===== src/rtl/proc_pkg.sv =====
// Shared processor definitions: opcode encodings, fetch FSM states and PC width.
package proc_pkg;

  localparam int PC_W = 8;

  localparam logic [2:0] OP_LOAD  = 3'b000;
  localparam logic [2:0] OP_MOV   = 3'b001;
  localparam logic [2:0] OP_ADD   = 3'b010;
  localparam logic [2:0] OP_SUB   = 3'b011;
  localparam logic [2:0] OP_AND   = 3'b100;
  localparam logic [2:0] OP_OR    = 3'b101;
  localparam logic [2:0] OP_JMP   = 3'b110;
  localparam logic [2:0] OP_STORE = 3'b111;

  typedef enum logic [1:0] {
    IDLE      = 2'd0,
    FETCH     = 2'd1,
    FETCH_IMM = 2'd2,
    ISSUE     = 2'd3
  } fetch_state_t;

endpackage


===== src/rtl/fetch_unit_if.sv =====
// Instruction-memory read port: request/address out of the fetch unit, ack/data back.
interface fetch_unit_if;
  import proc_pkg::*;

  logic            imem_req;
  logic [PC_W-1:0] imem_addr;
  logic            imem_ack;
  logic [7:0]      imem_data;

  modport master (output imem_req, output imem_addr, input imem_ack, input imem_data);
  modport slave  (input imem_req, input imem_addr, output imem_ack, output imem_data);
endinterface


===== src/rtl/pc_counter.sv =====
// Program counter: loads RESET_PC on synchronous reset, increments by one with 8-bit wrap.
// Latency: new value visible the cycle after i_inc. No backpressure.
module pc_counter
  import proc_pkg::*;
#(
  parameter logic [PC_W-1:0] RESET_PC = 8'h00
) (
  input  logic            clk,
  input  logic            rst_n,
  input  logic            i_inc,
  output logic [PC_W-1:0] o_pc
);

  logic [PC_W-1:0] r_pc;

  always_ff @(posedge clk) begin
    if (!rst_n) begin
      r_pc <= RESET_PC;
    end else if (i_inc) begin
      r_pc <= r_pc + PC_W'(1);
    end
  end

  assign o_pc = r_pc;

endmodule


===== src/rtl/fetch_unit.sv =====
// Fetch/decode front end: reads instruction (plus immediate for LOAD) and issues decoded fields.
// Latency: 1 cycle after ack (2 acks + 1 for LOAD); stall holds ISSUE. Optional FETCH_TIMEOUT_EN.
module fetch_unit
  import proc_pkg::*;
#(
  parameter logic [PC_W-1:0] RESET_PC = 8'h00
`ifdef FETCH_TIMEOUT_EN
  , parameter int unsigned TIMEOUT_CYCLES = 15
`endif
) (
  input  logic            clk,
  input  logic            rst_n,
  fetch_unit_if.master    imem,
  input  logic            stall,
  output logic [2:0]      opCode,
  output logic [1:0]      rd,
  output logic [1:0]      rs,
  output logic [7:0]      imm,
  output logic            instr_valid,
  output logic [PC_W-1:0] pc,
  output logic            fetch_err
);

  fetch_state_t r_state;
  fetch_state_t w_next;
  logic         w_req;
  logic         w_ack;
  logic         w_hold;
  logic [2:0]   r_opcode;
  logic [1:0]   r_rd;
  logic [1:0]   r_rs;
  logic [7:0]   r_imm;

  // Acks only count while a request is actually on the bus.
  assign w_ack = w_req && imem.imem_ack;

`ifdef FETCH_TIMEOUT_EN
  localparam int CW = $clog2(TIMEOUT_CYCLES + 1);
  logic [CW-1:0] r_tmo_cnt;
  logic          r_backoff;
  logic          w_tmo;

  assign w_tmo = w_req && !imem.imem_ack && (r_tmo_cnt == CW'(TIMEOUT_CYCLES - 1));

  always_ff @(posedge clk) begin
    if (!rst_n) begin
      r_tmo_cnt <= '0;
      r_backoff <= 1'b0;
    end else begin
      r_backoff <= w_tmo;
      if (!w_req || imem.imem_ack || w_tmo) begin
        r_tmo_cnt <= '0;
      end else begin
        r_tmo_cnt <= r_tmo_cnt + CW'(1);
      end
    end
  end

  // Error pulse coincides with the one-cycle request gap before the retry.
  assign w_hold    = r_backoff;
  assign fetch_err = r_backoff;
`else
  assign w_hold    = 1'b0;
  assign fetch_err = 1'b0;
`endif

  always_ff @(posedge clk) begin
    if (!rst_n) begin
      r_state <= IDLE;
    end else begin
      r_state <= w_next;
    end
  end

  always_comb begin
    w_next = r_state;
    unique case (r_state)
      IDLE:      w_next = FETCH;
      FETCH:     if (w_ack) w_next = (imem.imem_data[7:5] == OP_LOAD) ? FETCH_IMM : ISSUE;
      FETCH_IMM: if (w_ack) w_next = ISSUE;
      ISSUE:     if (!stall) w_next = FETCH;
      default:   w_next = IDLE;
    endcase
  end

  always_comb begin
    w_req       = 1'b0;
    instr_valid = 1'b0;
    unique case (r_state)
      FETCH, FETCH_IMM: w_req = !w_hold;
      ISSUE:            instr_valid = 1'b1;
      default:          ;
    endcase
  end

  always_ff @(posedge clk) begin
    if (!rst_n) begin
      r_opcode <= '0;
      r_rd     <= '0;
      r_rs     <= '0;
      r_imm    <= '0;
    end else if (w_ack && (r_state == FETCH)) begin
      r_opcode <= imem.imem_data[7:5];
      r_rd     <= imem.imem_data[4:3];
      r_rs     <= imem.imem_data[2:1];
      r_imm    <= 8'h00;
    end else if (w_ack && (r_state == FETCH_IMM)) begin
      r_imm    <= imem.imem_data;
    end
  end

  pc_counter #(.RESET_PC(RESET_PC)) u_pc (
    .clk   (clk),
    .rst_n (rst_n),
    .i_inc (w_ack),
    .o_pc  (pc)
  );

  assign imem.imem_req  = w_req;
  assign imem.imem_addr = pc;
  assign opCode         = r_opcode;
  assign rd             = r_rd;
  assign rs             = r_rs;
  assign imm            = r_imm;

endmodule


===== src/flat_wrapper.sv =====
// flat-port wrapper written by rule: the top's interface ports become plain ports
module fetch_unit_flat import proc_pkg::*;
#(
  parameter logic [PC_W-1:0] RESET_PC = 8'h00

)
  (clk, rst_n, stall, opCode, rd, rs, imm, instr_valid, pc, fetch_err, imem_imem_req, imem_imem_addr, imem_imem_ack, imem_imem_data);
  fetch_unit_if imem_i ();
  input  logic clk;
  input  logic rst_n;
  input  logic stall;
  output logic [2:0] opCode;
  output logic [1:0] rd;
  output logic [1:0] rs;
  output logic [7:0] imm;
  output logic instr_valid;
  output logic [PC_W-1:0] pc;
  output logic fetch_err;
  output wire logic [$bits(imem_i.imem_req)-1:0] imem_imem_req;
  output wire logic [$bits(imem_i.imem_addr)-1:0] imem_imem_addr;
  input wire logic [$bits(imem_i.imem_ack)-1:0] imem_imem_ack;
  input wire logic [$bits(imem_i.imem_data)-1:0] imem_imem_data;
  assign imem_imem_req = imem_i.imem_req;
  assign imem_imem_addr = imem_i.imem_addr;
  assign imem_i.imem_ack = imem_imem_ack;
  assign imem_i.imem_data = imem_imem_data;
  fetch_unit #(.RESET_PC(RESET_PC)) u_core (.clk(clk), .rst_n(rst_n), .imem(imem_i), .stall(stall), .opCode(opCode), .rd(rd), .rs(rs), .imm(imm), .instr_valid(instr_valid), .pc(pc), .fetch_err(fetch_err));
endmodule

===== config.mk =====
export PLATFORM = sky130hd
export DESIGN_NAME = fetch_unit_flat
export DESIGN_NICKNAME = d
export VERILOG_FILES = /design/src/rtl/proc_pkg.sv /design/src/rtl/fetch_unit_if.sv /design/src/rtl/pc_counter.sv /design/src/rtl/fetch_unit.sv /design/src/flat_wrapper.sv
export SDC_FILE = /design/constraint.sdc
export NUM_CORES = 1
export LEC_CHECK = 0
export ABC_AREA = 1
export CORE_MARGIN = 8
export CORE_UTILIZATION = 29
export DETAILED_ROUTE_END_ITERATION = 8
export GPL_ROUTABILITY_DRIVEN = 1
export PLACE_DENSITY = 0.68
export SLEW_MARGIN = 10
export SYNTH_ARGS = -nofsm -noshare
export SYNTH_HDL_FRONTEND = slang
export SYNTH_SLANG_ARGS = --single-unit

===== constraint.sdc =====
create_clock -name clk -period 1.9 [get_ports clk]
set_clock_uncertainty 0.1 [all_clocks]
set_input_delay 0.19 -clock clk [delete_from_list [all_inputs] [get_ports clk]]
set_output_delay 0.19 -clock clk [all_outputs]
set_load 0.03 [all_outputs]

# Word level (Yosys, flattened, before mapping)
# Index checks and enable logic that the tools add are counted.
classes:
  bitwise_logic: 1
  n_addsub: 1
  eq_ne: 6
  reduce_logical: 8
  muxes: 7
op_table:
  columns: ["cell", "count"]
  rows:
  - ["8-bit by 1-bit adder with 8-bit output, second input constant", 1]
  - ["2-bit case mux with 4 select lines", 1]
  - ["2-bit two-way mux", 3]
  - ["2-bit equality test, second input constant", 2]
  - ["2-bit by 1-bit inequality test with 1-bit output, second input constant", 2]
  - ["2-bit OR reduction", 2]
  - ["1-bit logical AND", 3]
  - ["3-bit logical NOT", 1]
  - ["1-bit two-way mux", 3]
  - ["3-bit AND reduction", 1]
  - ["2-bit by 1-bit equality test with 1-bit output, second input constant", 1]
  - ["2-bit logical NOT", 1]
  - ["2-bit inequality test, second input constant", 1]
  - ["1-bit inverter", 1]
totals:
  input_bits: 12
  elab_cells: 29
  ff_bits: 25

# Logic depth before layout (Yosys ltp)
logic_depth:
  word_depth: 6
  depth_mapped: 9
  mapped_depth_nobuf: 9

# Cells and area by module
# Synthesis repeated with hierarchy kept, for this count alone.
hier_totals:
  cells_unflattened: 153
  hier_area_um2: 1209.9
by_module_without_submodules:
  columns: ["module", "cells_each", "instances", "area_each_um2"]
  rows:
  - ["fetch_unit", 105, 1, 860.8]
  - ["pc_counter", 48, 1, 349.1]

# Worst setup path before layout
# Ideal clock, no wire load.
synth_timing:
  path_kind: "reg-to-reg"
  startpoint: "reg u_core.r_state[0]"
  endpoint: "reg u_core.u_pc.r_pc[7], in the netlist u_core.u_pc.o_pc[7]"
  arrival_time_ns: 1.524
  path_stages_with_launch: 10
  slack_ns: 0.212
  path_buffers: 0
  path_cell_list: "dfxtp_1 -> inv_1 -> ha_1 -> inv_1 -> nand3_1 -> nor2_2 -> nand3_1 -> nand2_1 -> inv_1 -> nor2_1"
synth_via:
  elab_chain_len: 4
  word_cells_on_any_way: 5
  classes_between: "eq/ne: 2; mux: 1; reduce/logical: 2"
synth_rtl:
  columns: ["item", "line_no", "source"]
  rows:
  - ["start: declaration", "fetch_unit.sv:24", "fetch_state_t r_state;"]
  - ["start signal: assignment", "fetch_unit.sv:71", "r_state <= w_next;"]
  - ["2-bit equality test / 2-bit by 1-bit equality test with 1-bit output (equally long branches)", "fetch_unit.sv:89", "unique case (r_state)"]
  - ["2-bit OR reduction *", "fetch_unit.sv:89", null]
  - ["1-bit two-way mux *", "fetch_unit.sv:89", null]
  - ["named net imem_imem_req", "flat_wrapper.sv:19", "output wire logic [$bits(imem_i.imem_req)-1:0] imem_imem_req;"]
  - ["1-bit logical AND *", "fetch_unit.sv:35", "assign w_ack = w_req && imem.imem_ack;"]
  - ["end signal: assignment", "pc_counter.sv:20", "r_pc <= r_pc + PC_W'(1);"]
  - ["end: declaration", "pc_counter.sv:14", "logic [PC_W-1:0] r_pc;"]
# The timed path passes the listed nets; every way through them passes the cells marked *.
# A chain may end at the register's enable or synchronous reset.

# Final worst setup path
layout_timing:
  startpoint: "reg u_core.u_pc.r_pc[5], in the netlist u_core.u_pc.o_pc[5]"
  endpoint: "out imem_imem_addr[5]"
layout_lines:
  columns: ["item", "line_no", "source"]
  rows:
  - ["end: declaration", "flat_wrapper.sv:20", "output wire logic [$bits(imem_i.imem_addr)-1:0] imem_imem_addr;"]
# No word-level cell between the ends.

==> reports/qor.txt <==
status: complete, no violations
sequential fraction of design power: 0.370
detailed placement HPWL: 2.29 mm
critical-path cell list: clkdlybuf4s50_1
clock period minus worst slack: 1.72 ns
top cell type's share of synthesized area: 0.432
GRT Residual Overflow: 0
startpoint types: register
vias in the first global route: 1021
Critical Path Max Stage Delay: 0.71 ns
post-CTS setup buffer count: 0
Post-Route WL: 2.94 mm
Final GP Congestion: 0.789
clock share of power: 0.190
Root Driver: clkbuf_8
vias per cell: 4.61
post-synthesis async set-or-reset flop share: 0
Int Power: 1020 uW
Die ar.: 6270 um^2
Syn. warnings: 0
net switching power: 715 uW
Leakage: 0.000636 uW
register area share after synthesis: 0.432
largest net degree at the start of global routing: 16
Top FF cell, synth: dfxtp_1
Starting Density: 0.296
class of the worst hold path: reg2reg
CTS Buf Count: 3
Clock Tree Buf Depth: 2
required time worst endpoint: 1.61 ns
Std-Cell Rows: 23
Buf+Inv Stages, Crit Path: 1
RSZ-0062 raised after global routing: no
combinational share of power: 0.440
first-pass GRT wire length: 4.75 mm
vias: 1116
Setup Viol. Count Final: 0
GRT Total Usage: 0.0921
Pre-antenna DRT Iters: 4
diodes inserted: 0
CP arrival: 1.43 ns
VDD IR max: 0.382 mV
sw frac: 0.411
Synthesized Nets: 170
Clock Sinks: 25
synthesized flop and latch total: 25
Avg Synthesized Cell Area: 7.52 um^2
Antenna Violating Nets Remaining: 0
Post-route DRC: 0
core region area: 3910 um^2
DR WL/cell: 12.2 um
crit path max fanout: 6
PwrDens: 1060 nW/um^2
Post-synth top cells: nand2_1, dfxtp_1, a21oi_1, nand3_1
final hold vios: 0
Critical Path End Type: output port
Unique masters post-synth: 22
Fin Setup TNS: 0 ns
H-tree levels: 1
Syn Inst Count: 154
total power draw: 1740 uW
worst skew pair latency: 0.27 ns
starting DRC count in detailed routing: 54
I/O Buffers: 44
share of layout cells above drive strength 1: 0.0781
EDFF count, synth: 0
Slew Viols, Final: 0
Mapped Area: 1160 um^2
max-capacitance violation count: 0
CP max stage cell: clkdlybuf4s50_1
critical path class: reg2out
Die H: 79.2 um
IO Pins: 46
Worst-path clk slew: 0.10 ns
Synth area leader: dfxtp_1
Synth-to-Final Area Change: 41.4%
Worst R2R Setup Slack: 0.23 ns
CTS tree: done
top area cells in the synthesized netlist: dfxtp_1, nand2_1, a21oi_1, nand3_1, buf_4
top-count cell post-synth: nand2_1
Die Span X: 79.2 um
initial antenna violation count: 0
f_max: 583 MHz
fin crit share: 0.903
Crit path max-delay family: buffers and inverters
fin nets: 209
-- cells by family after synthesis --
kind of cell | Yosys count | synth area share
and+or+nand+nor | 74 | 0.291
adders and majority gates | 4 | 0.0432
DFF | 25 | 0.432
buffers and inverters | 26 | 0.125
other | 1 | 0.00324
AOI/OAI and AO/OA | 24 | 0.106
-- path summary, 6_finish.rpt --
path | depth (start not counted) | from | endpoint
max reg2reg | 6 | u_core.r_state[0] | u_core.imm[1]
min reg2reg | 2 | u_core.rs[0] | u_core.rs[0]
max | 1 | u_core.u_pc.o_pc[5] | imem_imem_addr[5]
min | 2 | u_core.rs[0] | u_core.rs[0]
-- cells in the final DEF, fill, tap and decap left out, drive strengths merged --
master         Yosys  layout
a21oi             20      20
buf               13       4
clkbuf             1       4
clkdlybuf4s50      0      42
clkinv             1       1
clkinvlp           0       1
conb               1       1
dfxtp             25      25
dlymetal6s2s       0       1
ha                 4       4
inv               11      11
nand2             36      36
nand3             20      20
nand4              2       2
nor2              13      13
nor3               3       3
o21ai              3       3
o21bai             1       1
-- worst reg2reg max path, stage by stage (launching register included) --
cell	delay [ns]
dfxtp_1	0.37
inv_1	0.07
ha_1	0.31
nor2_2	0.28
nand2_1	0.11
nand2_1	0.25
a21oi_1	0.07
-- state kept, by name, summed over array words and instances, names as in the netlist --
signal	cells
u_core.imm	8
u_core.u_pc.o_pc	8
u_core.opCode	3
u_core.r_state	2
u_core.rs	2
u_core.rd	2
-- power groups by stage --
stage / clock network [uW] / registers (uW) / logic (uW)
3_5_place_dp: 0 / 658 / 790
5_1_grt: 364 / 656 / 827
4_1_cts: 340 / 646 / 776
2_1_floorplan: 0 / 738 / 456
3_3_place_gp: 0 / 656 / 785
6_report: 331 / 644 / 765
-- final cells by class --
| type | count | area [um^2] |
|---|---|---|
| Clock buffer | 3 | 41.3 |
| Sequential cell | 25 | 500 |
| Timing Repair Buffer | 48 | 468 |
| Clock inverter | 1 | 7.51 |
| Tap cell | 50 | 62.6 |
| Multi-Input combinational cell | 103 | 513 |
| Fill cell | 426 | 2280 |
| Inverter | 12 | 45.0 |
-- routing by layer --
| metal | global-route usage | share of wire | vias to the layer above |
|---|---|---|---|
| li1 | - | - | 568 |
| met1 | 0.113 | 0.47 | 506 |
| met2 | 0.151 | 0.45 | 36 |
| met3 | 0.0271 | 0.072 | 6 |
| met4 | 0.0278 | 0.0065 | 0 |
| met5 | 0 | 0 | - |
-- per-stage QoR --
step	std cells	hold slack, ns	area [um^2]	setup slack, ns	utilization
floorplan	154	0.242	1160	0.212	-
global placement	238	0.348	1590	0.115	0.407
detailed placement	238	0.354	1590	0.0877	0.407
CTS	242	0.367	1640	0.0469	0.419
global route	242	0.372	1640	0.00598	0.418
finish	242	0.363	1640	0.185	0.418
-- repair_timing --
item                                    CTS  global route
pin swaps                                 0             0
endpoints found under the setup margin    1             2
gates resized for setup                   1             3
hold buffers                              0             0
Power figures use the tool's default switching activity.
